--- config.mk ---
export PLATFORM = sky130hd
export DESIGN_NAME = excp_ctrl
export DESIGN_NICKNAME = d
export VERILOG_FILES = /design/src/rtl/excp_ctrl_pkg.sv /design/src/rtl/excp_prio_enc.sv /design/src/rtl/excp_ctrl.sv
export SDC_FILE = /design/constraint.sdc
export NUM_CORES = 1
export LEC_CHECK = 0
export CORE_ASPECT_RATIO = 2
export CORE_UTILIZATION = 42
export CTS_CLUSTER_SIZE = 8
export DETAILED_ROUTE_END_ITERATION = 6
export PLACE_DENSITY = 0.87
export SETUP_SLACK_MARGIN = 0.2
export SLEW_MARGIN = 20
export SYNTH_ARGS = -nofsm -noshare
export SYNTH_HDL_FRONTEND = slang
export SYNTH_SLANG_ARGS = --single-unit
--- constraint.sdc ---
create_clock -name clk -period 4.94 [get_ports clk]
set_input_delay 0.988 -clock clk [delete_from_list [all_inputs] [get_ports clk]]
set_output_delay 0.988 -clock clk [all_outputs]
set_load 0.02 [all_outputs]
--- src/rtl/excp_ctrl_pkg.sv ---
// -----------------------------------------------------------------------------
// excp_ctrl_pkg
// Shared definitions for the exception/interrupt sequencer:
//   - excptype codes driven into CP0
//   - CP0 Status bit positions (IE, EXL, IM)
//   - sequencer FSM state encoding
//   - default handler entry address
// -----------------------------------------------------------------------------
package excp_ctrl_pkg;

    // Exception codes presented to CP0 for one cycle
    localparam logic [31:0] EXC_NONE    = 32'h0000_0000;
    localparam logic [31:0] EXC_INT     = 32'h0000_0004;
    localparam logic [31:0] EXC_SYSCALL = 32'h0000_0100;
    localparam logic [31:0] EXC_ERET    = 32'h0000_0200;

    // CP0 Status bit indices
    localparam int STATUS_IE     = 0;
    localparam int STATUS_EXL    = 1;
    localparam int STATUS_IM_LSB = 10;
    localparam int STATUS_IM_MSB = 15;

    // Default exception/interrupt handler entry PC
    localparam logic [31:0] DEFAULT_HANDLER_ADDR = 32'h0000_0040;

    // Sequencer states
    typedef enum logic [1:0] {
        ST_IDLE     = 2'd0,
        ST_TRAP     = 2'd1,
        ST_FLUSH    = 2'd2,
        ST_REDIRECT = 2'd3
    } state_t;

    // Flush duration clamp: 0 behaves as 1, values above 15 saturate
    function automatic logic [3:0] flush_load(input int cycles);
        int eff;
        eff = (cycles < 1) ? 1 : ((cycles > 15) ? 15 : cycles);
        return 4'(eff - 1);
    endfunction

endpackage

--- src/rtl/excp_prio_enc.sv ---
// -----------------------------------------------------------------------------
// excp_prio_enc
// Combinational mask-and-priority encoder. Qualifies pending interrupt lines
// with Status IE/EXL/IM, then selects interrupt > syscall > eret for the
// committing instruction.
// Ports:
//   inst_valid_i  commit-stage instruction valid
//   cause_ip_i    pending interrupt lines (already synchronised if enabled)
//   ie_i, exl_i   Status.IE and Status.EXL
//   im_i          Status.IM[7:2] (bits 15:10)
//   is_syscall_i  commit instruction is SYSCALL
//   is_eret_i     commit instruction is ERET
//   code_o        winning excptype code (EXC_NONE when nothing wins)
//   valid_o       an event wins this cycle
// -----------------------------------------------------------------------------
module excp_prio_enc
    import excp_ctrl_pkg::*;
(
    input  logic        inst_valid_i,
    input  logic [5:0]  cause_ip_i,
    input  logic        ie_i,
    input  logic        exl_i,
    input  logic [5:0]  im_i,
    input  logic        is_syscall_i,
    input  logic        is_eret_i,
    output logic [31:0] code_o,
    output logic        valid_o
);

    logic int_req;

    assign int_req = inst_valid_i & ie_i & ~exl_i & (|(cause_ip_i & im_i));

    always_comb begin
        code_o  = EXC_NONE;
        valid_o = 1'b0;
        if (int_req) begin
            code_o  = EXC_INT;
            valid_o = 1'b1;
        end else if (inst_valid_i && is_syscall_i) begin
            code_o  = EXC_SYSCALL;
            valid_o = 1'b1;
        end else if (inst_valid_i && is_eret_i) begin
            code_o  = EXC_ERET;
            valid_o = 1'b1;
        end
    end

endmodule

--- src/rtl/excp_ctrl.sv ---
// -----------------------------------------------------------------------------
// excp_ctrl
// Exception/interrupt sequencer in front of the CP0 register file. For each
// accepted event it presents excptype/excp_pc to CP0 for one cycle, holds the
// pipeline flushed for FLUSH_CYCLES cycles, then issues a one-cycle PC
// redirect to HANDLER_ADDR (or to EPC for ERET). All outputs are registered.
//
// Optional build macro:
//   INTR_SYNC_EN  cause_ip passes through a 2-flop synchroniser before
//                 interrupt evaluation (+2 cycles of detection latency).
//
// Ports:
//   clk, rst         clock, synchronous active-high reset
//   cause_ip         pending interrupt lines (Cause[15:10])
//   status           CP0 Status ([0]=IE, [1]=EXL, [15:10]=IM)
//   epc              CP0 EPC readback
//   inst_valid       commit-stage instruction valid
//   inst_pc          commit-stage PC
//   is_syscall       commit instruction is SYSCALL
//   is_eret          commit instruction is ERET
//   excptype         exception code to CP0 (nonzero for exactly one cycle)
//   excp_pc          PC to CP0 for EPC, held through the whole sequence
//   flush            pipeline flush
//   stall            freeze fetch/commit
//   redirect_valid   one-cycle PC redirect strobe
//   redirect_pc      redirect target
// -----------------------------------------------------------------------------
module excp_ctrl
    import excp_ctrl_pkg::*;
#(
    parameter logic [31:0] HANDLER_ADDR = DEFAULT_HANDLER_ADDR,
    parameter int          FLUSH_CYCLES = 2
) (
    input  logic        clk,
    input  logic        rst,
    input  logic [5:0]  cause_ip,
    input  logic [31:0] status,
    input  logic [31:0] epc,
    input  logic        inst_valid,
    input  logic [31:0] inst_pc,
    input  logic        is_syscall,
    input  logic        is_eret,
    output logic [31:0] excptype,
    output logic [31:0] excp_pc,
    output logic        flush,
    output logic        stall,
    output logic        redirect_valid,
    output logic [31:0] redirect_pc
);

    localparam logic [3:0] CNT_LOAD = flush_load(FLUSH_CYCLES);

    // ---------------------------------------------------------------------
    // Interrupt line conditioning
    // ---------------------------------------------------------------------
    logic [5:0] cause_eff;

`ifdef INTR_SYNC_EN
    logic [5:0] cause_s1_q;
    logic [5:0] cause_s2_q;

    always_ff @(posedge clk) begin
        if (rst) begin
            cause_s1_q <= '0;
            cause_s2_q <= '0;
        end else begin
            cause_s1_q <= cause_ip;
            cause_s2_q <= cause_s1_q;
        end
    end

    assign cause_eff = cause_s2_q;
`else
    assign cause_eff = cause_ip;
`endif

    // Only IE, EXL and IM matter here; the rest of Status is ignored.
    logic unused_status;
    assign unused_status = ^{status[31:STATUS_IM_MSB+1], status[STATUS_IM_LSB-1:STATUS_EXL+1]};

    // ---------------------------------------------------------------------
    // Event selection
    // ---------------------------------------------------------------------
    logic [31:0] evt_code;
    logic        evt_valid;

    excp_prio_enc u_prio (
        .inst_valid_i (inst_valid),
        .cause_ip_i   (cause_eff),
        .ie_i         (status[STATUS_IE]),
        .exl_i        (status[STATUS_EXL]),
        .im_i         (status[STATUS_IM_MSB:STATUS_IM_LSB]),
        .is_syscall_i (is_syscall),
        .is_eret_i    (is_eret),
        .code_o       (evt_code),
        .valid_o      (evt_valid)
    );

    // ---------------------------------------------------------------------
    // Sequencer
    // ---------------------------------------------------------------------
    state_t      state_q;
    logic [31:0] code_q;            // latched code, kept after excptype clears
    logic [3:0]  cnt_q;
    logic [31:0] excptype_q;
    logic [31:0] excp_pc_q;
    logic        flush_q;
    logic        stall_q;
    logic        redirect_valid_q;
    logic [31:0] redirect_pc_q;
    logic [31:0] redirect_pc_d;

    // EPC is sampled on the edge entering REDIRECT; CP0 has written it during
    // the TRAP cycle, so it is already current by then.
    always_comb begin
        redirect_pc_d = HANDLER_ADDR;
        if (code_q == EXC_ERET) begin
            redirect_pc_d = epc;
        end
    end

    always_ff @(posedge clk) begin
        if (rst) begin
            state_q          <= ST_IDLE;
            code_q           <= EXC_NONE;
            cnt_q            <= '0;
            excptype_q       <= EXC_NONE;
            excp_pc_q        <= '0;
            flush_q          <= 1'b0;
            stall_q          <= 1'b0;
            redirect_valid_q <= 1'b0;
            redirect_pc_q    <= '0;
        end else begin
            case (state_q)
                ST_IDLE: begin
                    if (evt_valid) begin
                        state_q    <= ST_TRAP;
                        code_q     <= evt_code;
                        cnt_q      <= CNT_LOAD;
                        excptype_q <= evt_code;
                        excp_pc_q  <= inst_pc;
                        flush_q    <= 1'b1;
                        stall_q    <= 1'b1;
                    end
                end

                ST_TRAP: begin
                    excptype_q <= EXC_NONE;
                    if (cnt_q != 4'd0) begin
                        state_q <= ST_FLUSH;
                        cnt_q   <= cnt_q - 4'd1;
                    end else begin
                        state_q          <= ST_REDIRECT;
                        flush_q          <= 1'b0;
                        redirect_valid_q <= 1'b1;
                        redirect_pc_q    <= redirect_pc_d;
                    end
                end

                ST_FLUSH: begin
                    if (cnt_q != 4'd0) begin
                        cnt_q <= cnt_q - 4'd1;
                    end else begin
                        state_q          <= ST_REDIRECT;
                        flush_q          <= 1'b0;
                        redirect_valid_q <= 1'b1;
                        redirect_pc_q    <= redirect_pc_d;
                    end
                end

                ST_REDIRECT: begin
                    state_q          <= ST_IDLE;
                    code_q           <= EXC_NONE;
                    excp_pc_q        <= '0;
                    stall_q          <= 1'b0;
                    redirect_valid_q <= 1'b0;
                    redirect_pc_q    <= '0;
                end

                default: begin
                    state_q <= ST_IDLE;
                end
            endcase
        end
    end

    assign excptype       = excptype_q;
    assign excp_pc        = excp_pc_q;
    assign flush          = flush_q;
    assign stall          = stall_q;
    assign redirect_valid = redirect_valid_q;
    assign redirect_pc    = redirect_pc_q;

endmodule

==> metrics.md, run 1 <==
| Metric | Value |
|---|---|
| Status | completed |
| Synth warnings | 0 |
| Chip width | 68.0 um |
| Initial antenna violation count | 0 |
| Post-cts resize count | 0 |
| Non-Filler Instances | 638 |
| Fin. Hold Viols | 0 |
| Number of setup buffers added after CTS | 0 |
| Mean area per synthesized cell | 9.23 um^2 |
| Gp weighted congestion | 0.841 |
| Critical path's largest stage delay | 0.88 ns |
| Number of enable flip-flop cells after synthesis | 0 |
| Slowest CP cell | a21oi_4 |
| # DRC | 0 |
| Crit-path cells | clkdlybuf4s50_1 -> nand3b_1 -> a31o_1 -> a21oi_4 -> o32ai_1 |
| First-pass GRT wire length | 15200 um |
| Drt first-iter violations | 116 |
| CTS Sinks | 79 |
| Element type at the critical path start | input port |
| Detailed placement HPWL | 6890 um |
| Area of the core | 8350 um^2 |
| Synth top area share | 43.3% |
| Mapped Cells | 396 |
| Max FO, Critical Path | 35 |
| Max VDD drop | 0.320 mV |
| Post-route ant nets | 0 |
| WP data arrival | 3.16 ns |
| Final wirelength | 9540 um |
| Final setup fails | 0 |
| Slew @ Worst Pin | 1.04 ns |
| CTS Buf Count | 9 |
| Cell Area, Synth | 3650 um^2 |
| Vias in the first global route | 3331 |
| Worst reg2reg endpoint | excp_pc[21]$_SDFFE_PP0P_ |
| RSZ-0062 raised after global routing | false |
| Crit Path Class | input port to register |
| Fillcell total | 715 |
| DRT Pass-1 Iters | 4 |
| Largest net degree at the start of global routing | 46 |
| Power density cells | 480 nW/um^2 |
| Diodes inserted | 0 |
| Most common cell after layout, fill and taps aside | clkdlybuf4s50_1 |
| Worst Clk Skew | 0.00791 ns |
| Final period utilization | 60.8% |
| Seq/Total Area, Yosys | 43.3% |
| Vias/cell | 5.22 |
| CP Data Required Time | 5.10 ns |
| Fin area | 5390 um^2 |
| Setup TNS | 0 ns |
| Area grow syn2layout | 47.4% |
| Clock period minus worst slack | 3.00 ns |
| Hold depth | 2 |
| Vias | 3329 |
| Final Core Density | 64.5% |
| CTS tree | yes |
| Slew headroom | 30.3% |
| Fin nets | 648 |
| Tot GR Track Use | 21.6% |
| CTS max path bufs | 2 |
| H-tree levels | 3 |
| Hold Crit Class | register to register |
| Commonest register cell after synthesis | dfxtp_1 |
| Die Ht | 134 um |
| R2R Path Start | state_q[0]$_SDFFE_PP0P_ |
| Number of top-level pins | 206 |
| Count of cell types in the netlist | 43 |
| Port bufs | 152 |
| Clock Pin Slew Worst Setup and Hold Paths | 0.06 ns |
| Async SR Flop Fraction | 0% |
| Reg2reg setup slack | 2.58 ns |
| Placed Area | 5040 um^2 |
| Root buf cell | clkbuf_16 |
| Hold EP | flush$_SDFFE_PP0P_ |
| Worst-skew pair later-pin latency | 0.33 ns |
| Max Cap Violations | 0 |
| Max-slew violations | 0 |
| P_leak | 1.93 nW |
| Yosys reg bits | 79 |
| Die area | 9100 um^2 |
| Post-CTS Hold Fix Bufs | 0 |
| Minimum hold slack | 0.471 ns |
| Remaining global-route overflow | 0 |
| Initial core utilization | 43.8% |
| Fmax | 333 MHz |
| Worst R2R Path Depth | 6 |
| Crit path from | inst_valid |
| Inst Count DP | 622 |
| Layout cell share with drive strength beyond 1 | 10.0% |
| Row Count | 47 |
| Cell taking the most area after synthesis | dfxtp_1 |
| CP Capture Type | register |
| Top cells by area, synth | dfxtp_1 (43%), o32ai_1 (7.2%), buf_4 (6.4%) |
| Commonest cells after routing, fill and taps aside | clkdlybuf4s50_1 (151), dfxtp_1 (79), nand2_1 (46), inv_1 (39), o32ai_1 (30) |
| Min-delay src | flush$_SDFFE_PP0P_ |
| Avg WL per Cell | 14.9 um |
-- worst max-delay path: cells and delay by family --
family	cells	cell delay, ns
buffers and inverters	1	0.56
AO/OA/AOI/OAI	3	1.43
AND/OR/NAND/NOR	1	0.17
-- synthesized netlist by cell type, drive strengths merged (4+ instances only) --
| cell type | instances |
|---|---|
| a21oi | 11 |
| a22oi | 35 |
| buf | 44 |
| clkbuf | 12 |
| dfxtp | 79 |
| ha | 6 |
| inv | 40 |
| nand2 | 46 |
| nand2b | 4 |
| nand3 | 6 |
| nor2 | 37 |
| nor3 | 6 |
| o21ai | 6 |
| o32ai | 37 |
-- worst max-delay path by stage --
stage                                     to  slack (ns)  cells after the start
floorplan            state_q[0]$_SDFFE_PP0P_        2.85                      5
global placement      code_q[2]$_SDFFE_PP0P_        1.74                      5
detailed placement  excp_pc[10]$_SDFFE_PP0P_        1.64                      5
CTS                   code_q[2]$_SDFFE_PP0P_        1.94                      5
global route        excp_pc[21]$_SDFFE_PP0P_        1.83                      5
finish                code_q[2]$_SDFFE_PP0P_        1.94                      5
-- power by group --
part | total (mW) | switching (mW) | internal (mW)
clock | 0.751 | 0.246 | 0.505
sequential | 0.800 | 0.0658 | 0.734
combinational | 1.03 | 0.633 | 0.400
-- cell families after synthesis --
group	share of synthesized area [%]
mux	0.856
other cells	0.103
flops	43.3
compound gates	24.1
buf+inv	14.9
simple gates	14.8
fa+ha+maj	2.05
-- through the flow --
stage	power, mW	worst slack, ns
6_report	2.58	1.94
4_1_cts	2.60	1.94
3_5_place_dp	1.83	1.64
5_1_grt	2.73	1.83
2_1_floorplan	1.56	2.85
3_3_place_gp	1.79	1.74
-- area by class of cell --
class	count	area (um^2)	area share, %
inverters	40	150	2.79
clock buffers	10	239	4.44
clock inverters	6	108	2.00
repair buffers	156	1550	28.7
multi-input cells	249	1640	30.4
well taps	98	123	2.28
flip-flops and latches	79	1580	29.4
-- flip-flops by register name, summed over array words and instances (netlist names) --
register and cells:
cnt_q 4, code_q 3, excp_pc 32, excptype 3
flush 1, redirect_pc 32, redirect_valid 1, stall 1
state_q 2
-- metal layers --
metal  up-vias  part of all wire (%)  GRT usage [%]
met5         -                     0              0
met4         0                   3.2           11.2
met3        27                   8.8           6.12
met2       170                    54           38.5
met1      1523                    34           21.6
li1       1609                     -              -
Power figures use the tool's default switching activity.
==> run 2: changes to the inputs <==
--- a/config.mk
+++ b/config.mk
@@ -6,10 +6,10 @@
 export NUM_CORES = 1
 export LEC_CHECK = 0
 export CORE_ASPECT_RATIO = 2
-export CORE_UTILIZATION = 42
+export CORE_UTILIZATION = 39
 export CTS_CLUSTER_SIZE = 8
 export DETAILED_ROUTE_END_ITERATION = 6
-export PLACE_DENSITY = 0.87
+export PLACE_DENSITY = 0.81
 export SETUP_SLACK_MARGIN = 0.2
 export SLEW_MARGIN = 20
 export SYNTH_ARGS = -nofsm -noshare
==> constraint.sdc (replaced) <==
create_clock -name clk -period 2.8 [get_ports clk]
set_input_delay 0.56 -clock clk [delete_from_list [all_inputs] [get_ports clk]]
set_output_delay 0.56 -clock clk [all_outputs]
set_load 0.02 [all_outputs]
==> metrics.md, run 2 (synthesis results as in run 1) <==
| Metric | Value |
|---|---|
| Tot GR Track Use | 19.4% |
| Area of the core | 9010 um^2 |
| WP data arrival | 2.44 ns |
| Clock period minus worst slack | 2.20 ns |
| Layout cell share with drive strength beyond 1 | 10.5% |
| Final setup fails | 0 |
| Initial antenna violation count | 0 |
| Root buf cell | clkbuf_16 |
| Element type at the critical path start | input port |
| CP Capture Type | register |
| Vias | 3324 |
| Setup WS post-layout | 0.603 ns |
| Vias in the first global route | 3280 |
| Crit Path Class | input port to register |
| Most common cell after layout, fill and taps aside | clkdlybuf4s50_1 |
| Chip width | 70.5 um |
| Number of top-level pins | 206 |
| Placed Area | 5080 um^2 |
| Area grow syn2layout | 47.4% |
| Post-CTS Hold Fix Bufs | 0 |
| Port bufs | 152 |
| First-pass GRT wire length | 15100 um |
| Slew @ Worst Pin | 0.758 ns |
| CTS tree | yes |
| Vias/cell | 5.15 |
| Post-route ant nets | 0 |
| Gp weighted congestion | 0.897 |
| Minimum hold slack | 0.461 ns |
| Remaining global-route overflow | 0 |
| CTS Buf Count | 9 |
| Avg WL per Cell | 14.4 um |
| Max Cap Violations | 0 |
| Worst Clk Skew | 0.00551 ns |
| CTS max path bufs | 2 |
| Final period utilization | 78.4% |
| Wl on met1 | 3360 um |
| Worst-skew pair later-pin latency | 0.34 ns |
| CTS Sinks | 79 |
| Commonest cells after routing, fill and taps aside | clkdlybuf4s50_1 (151), dfxtp_1 (79), nand2_1 (46), inv_1 (39), o32ai_1 (30) |
| Die Ht | 139 um |
| Die area | 9790 um^2 |
| # DRC | 0 |
| Fmax | 455 MHz |
| Hold Crit Class | register to register |
| Wire length on met2 | 4880 um |
| DRT Pass-1 Iters | 4 |
| Met3 wire len | 717 um |
| Setup TNS | 0 ns |
| Detailed placement HPWL | 6910 um |
| Max FO, Critical Path | 31 |
| Slew headroom | 49.4% |
| CP Data Required Time | 3.04 ns |
| Number of setup buffers added after CTS | 0 |
| Max-slew violations | 0 |
| Diodes inserted | 0 |
| Fin nets | 651 |
| Initial core utilization | 40.6% |
| Fin area | 5390 um^2 |
| H-tree levels | 3 |
| Final wirelength | 9310 um |
| Max VDD drop | 0.443 mV |
| Status | completed |
| Largest net degree at the start of global routing | 46 |
| Max layer used | met4 |
| Drt first-iter violations | 113 |
| P_leak | 1.92 nW |
| Row Count | 49 |
| Power density cells | 826 nW/um^2 |
| Fin. Hold Viols | 0 |
| Pre-CTS setup slack | 0.309 ns |
| RSZ-0062 raised after global routing | false |
| Clock Pin Slew Worst Setup and Hold Paths | 0.06 ns |
| Post-cts resize count | 0 |
| Fillcell total | 796 |
==> run 2: cell types whose count changed in the layout (fill, tap and decap cells not counted), sizes merged <==
cell      previous run  this run
buf                  5         8
clkinvlp             1         3
bufinv               3         1
clkinv               2         1
inv                 40        42
clkbuf              10         9
==> run 2: layout make-up <==
type | count | area (um^2) | area share (%)
tap | 102 | 128 | 2.37
inverter | 40 | 150 | 2.79
clock buffer | 9 | 225 | 4.18
sequential | 79 | 1580 | 29.4
timing repair buffer | 159 | 1580 | 29.4
clock inverter | 7 | 81.3 | 1.51
multi-input combinational | 249 | 1640 | 30.4
==> run 2: report_power, final <==
part           switching (mW)  leakage (nW)  internal, mW
Clock                   0.479         0.140         0.700
Combinational            1.11          1.14         0.754
Sequential              0.114         0.642          1.30
Total                    1.70          1.92          2.75
==> run 2: worst max-delay path: stages <==
cell             delay (ns)
clkdlybuf4s50_1        0.40
a22oi_1                0.39
a31o_1                 0.48
a21oi_4                0.16
buf_12                 0.19
o32ai_1                0.24
==> run 2: metrics by stage <==
stage          instances  power [mW]  util (%)
6_report             645        4.45      59.8
5_1_grt              645        4.70      59.8
4_1_cts              645        4.49      59.8
3_5_place_dp         629        3.29      56.4
3_3_place_gp         629        3.23      56.4
2_1_floorplan        424        2.76         -
==> run 2: final timing paths <==
check | start | cells past startpoint | to | slack, ns
max reg2reg | state_q[0]$_SDFFE_PP0P_ | 7 | redirect_pc[13]$_SDFFE_PP0P_ | 0.65
min | flush$_SDFFE_PP0P_ | 2 | flush$_SDFFE_PP0P_ | 0.46
max | cause_ip[0] | 6 | excp_pc[4]$_SDFFE_PP0P_ | 0.60
min reg2reg | flush$_SDFFE_PP0P_ | 2 | flush$_SDFFE_PP0P_ | 0.46
==> run 2: routing by layer <==
metal	GRT usage (%)	vias up
met3	5.09	32
met4	11.8	0
met2	34.6	179
met5	0	-
li1	-	1624
met1	19.3	1489
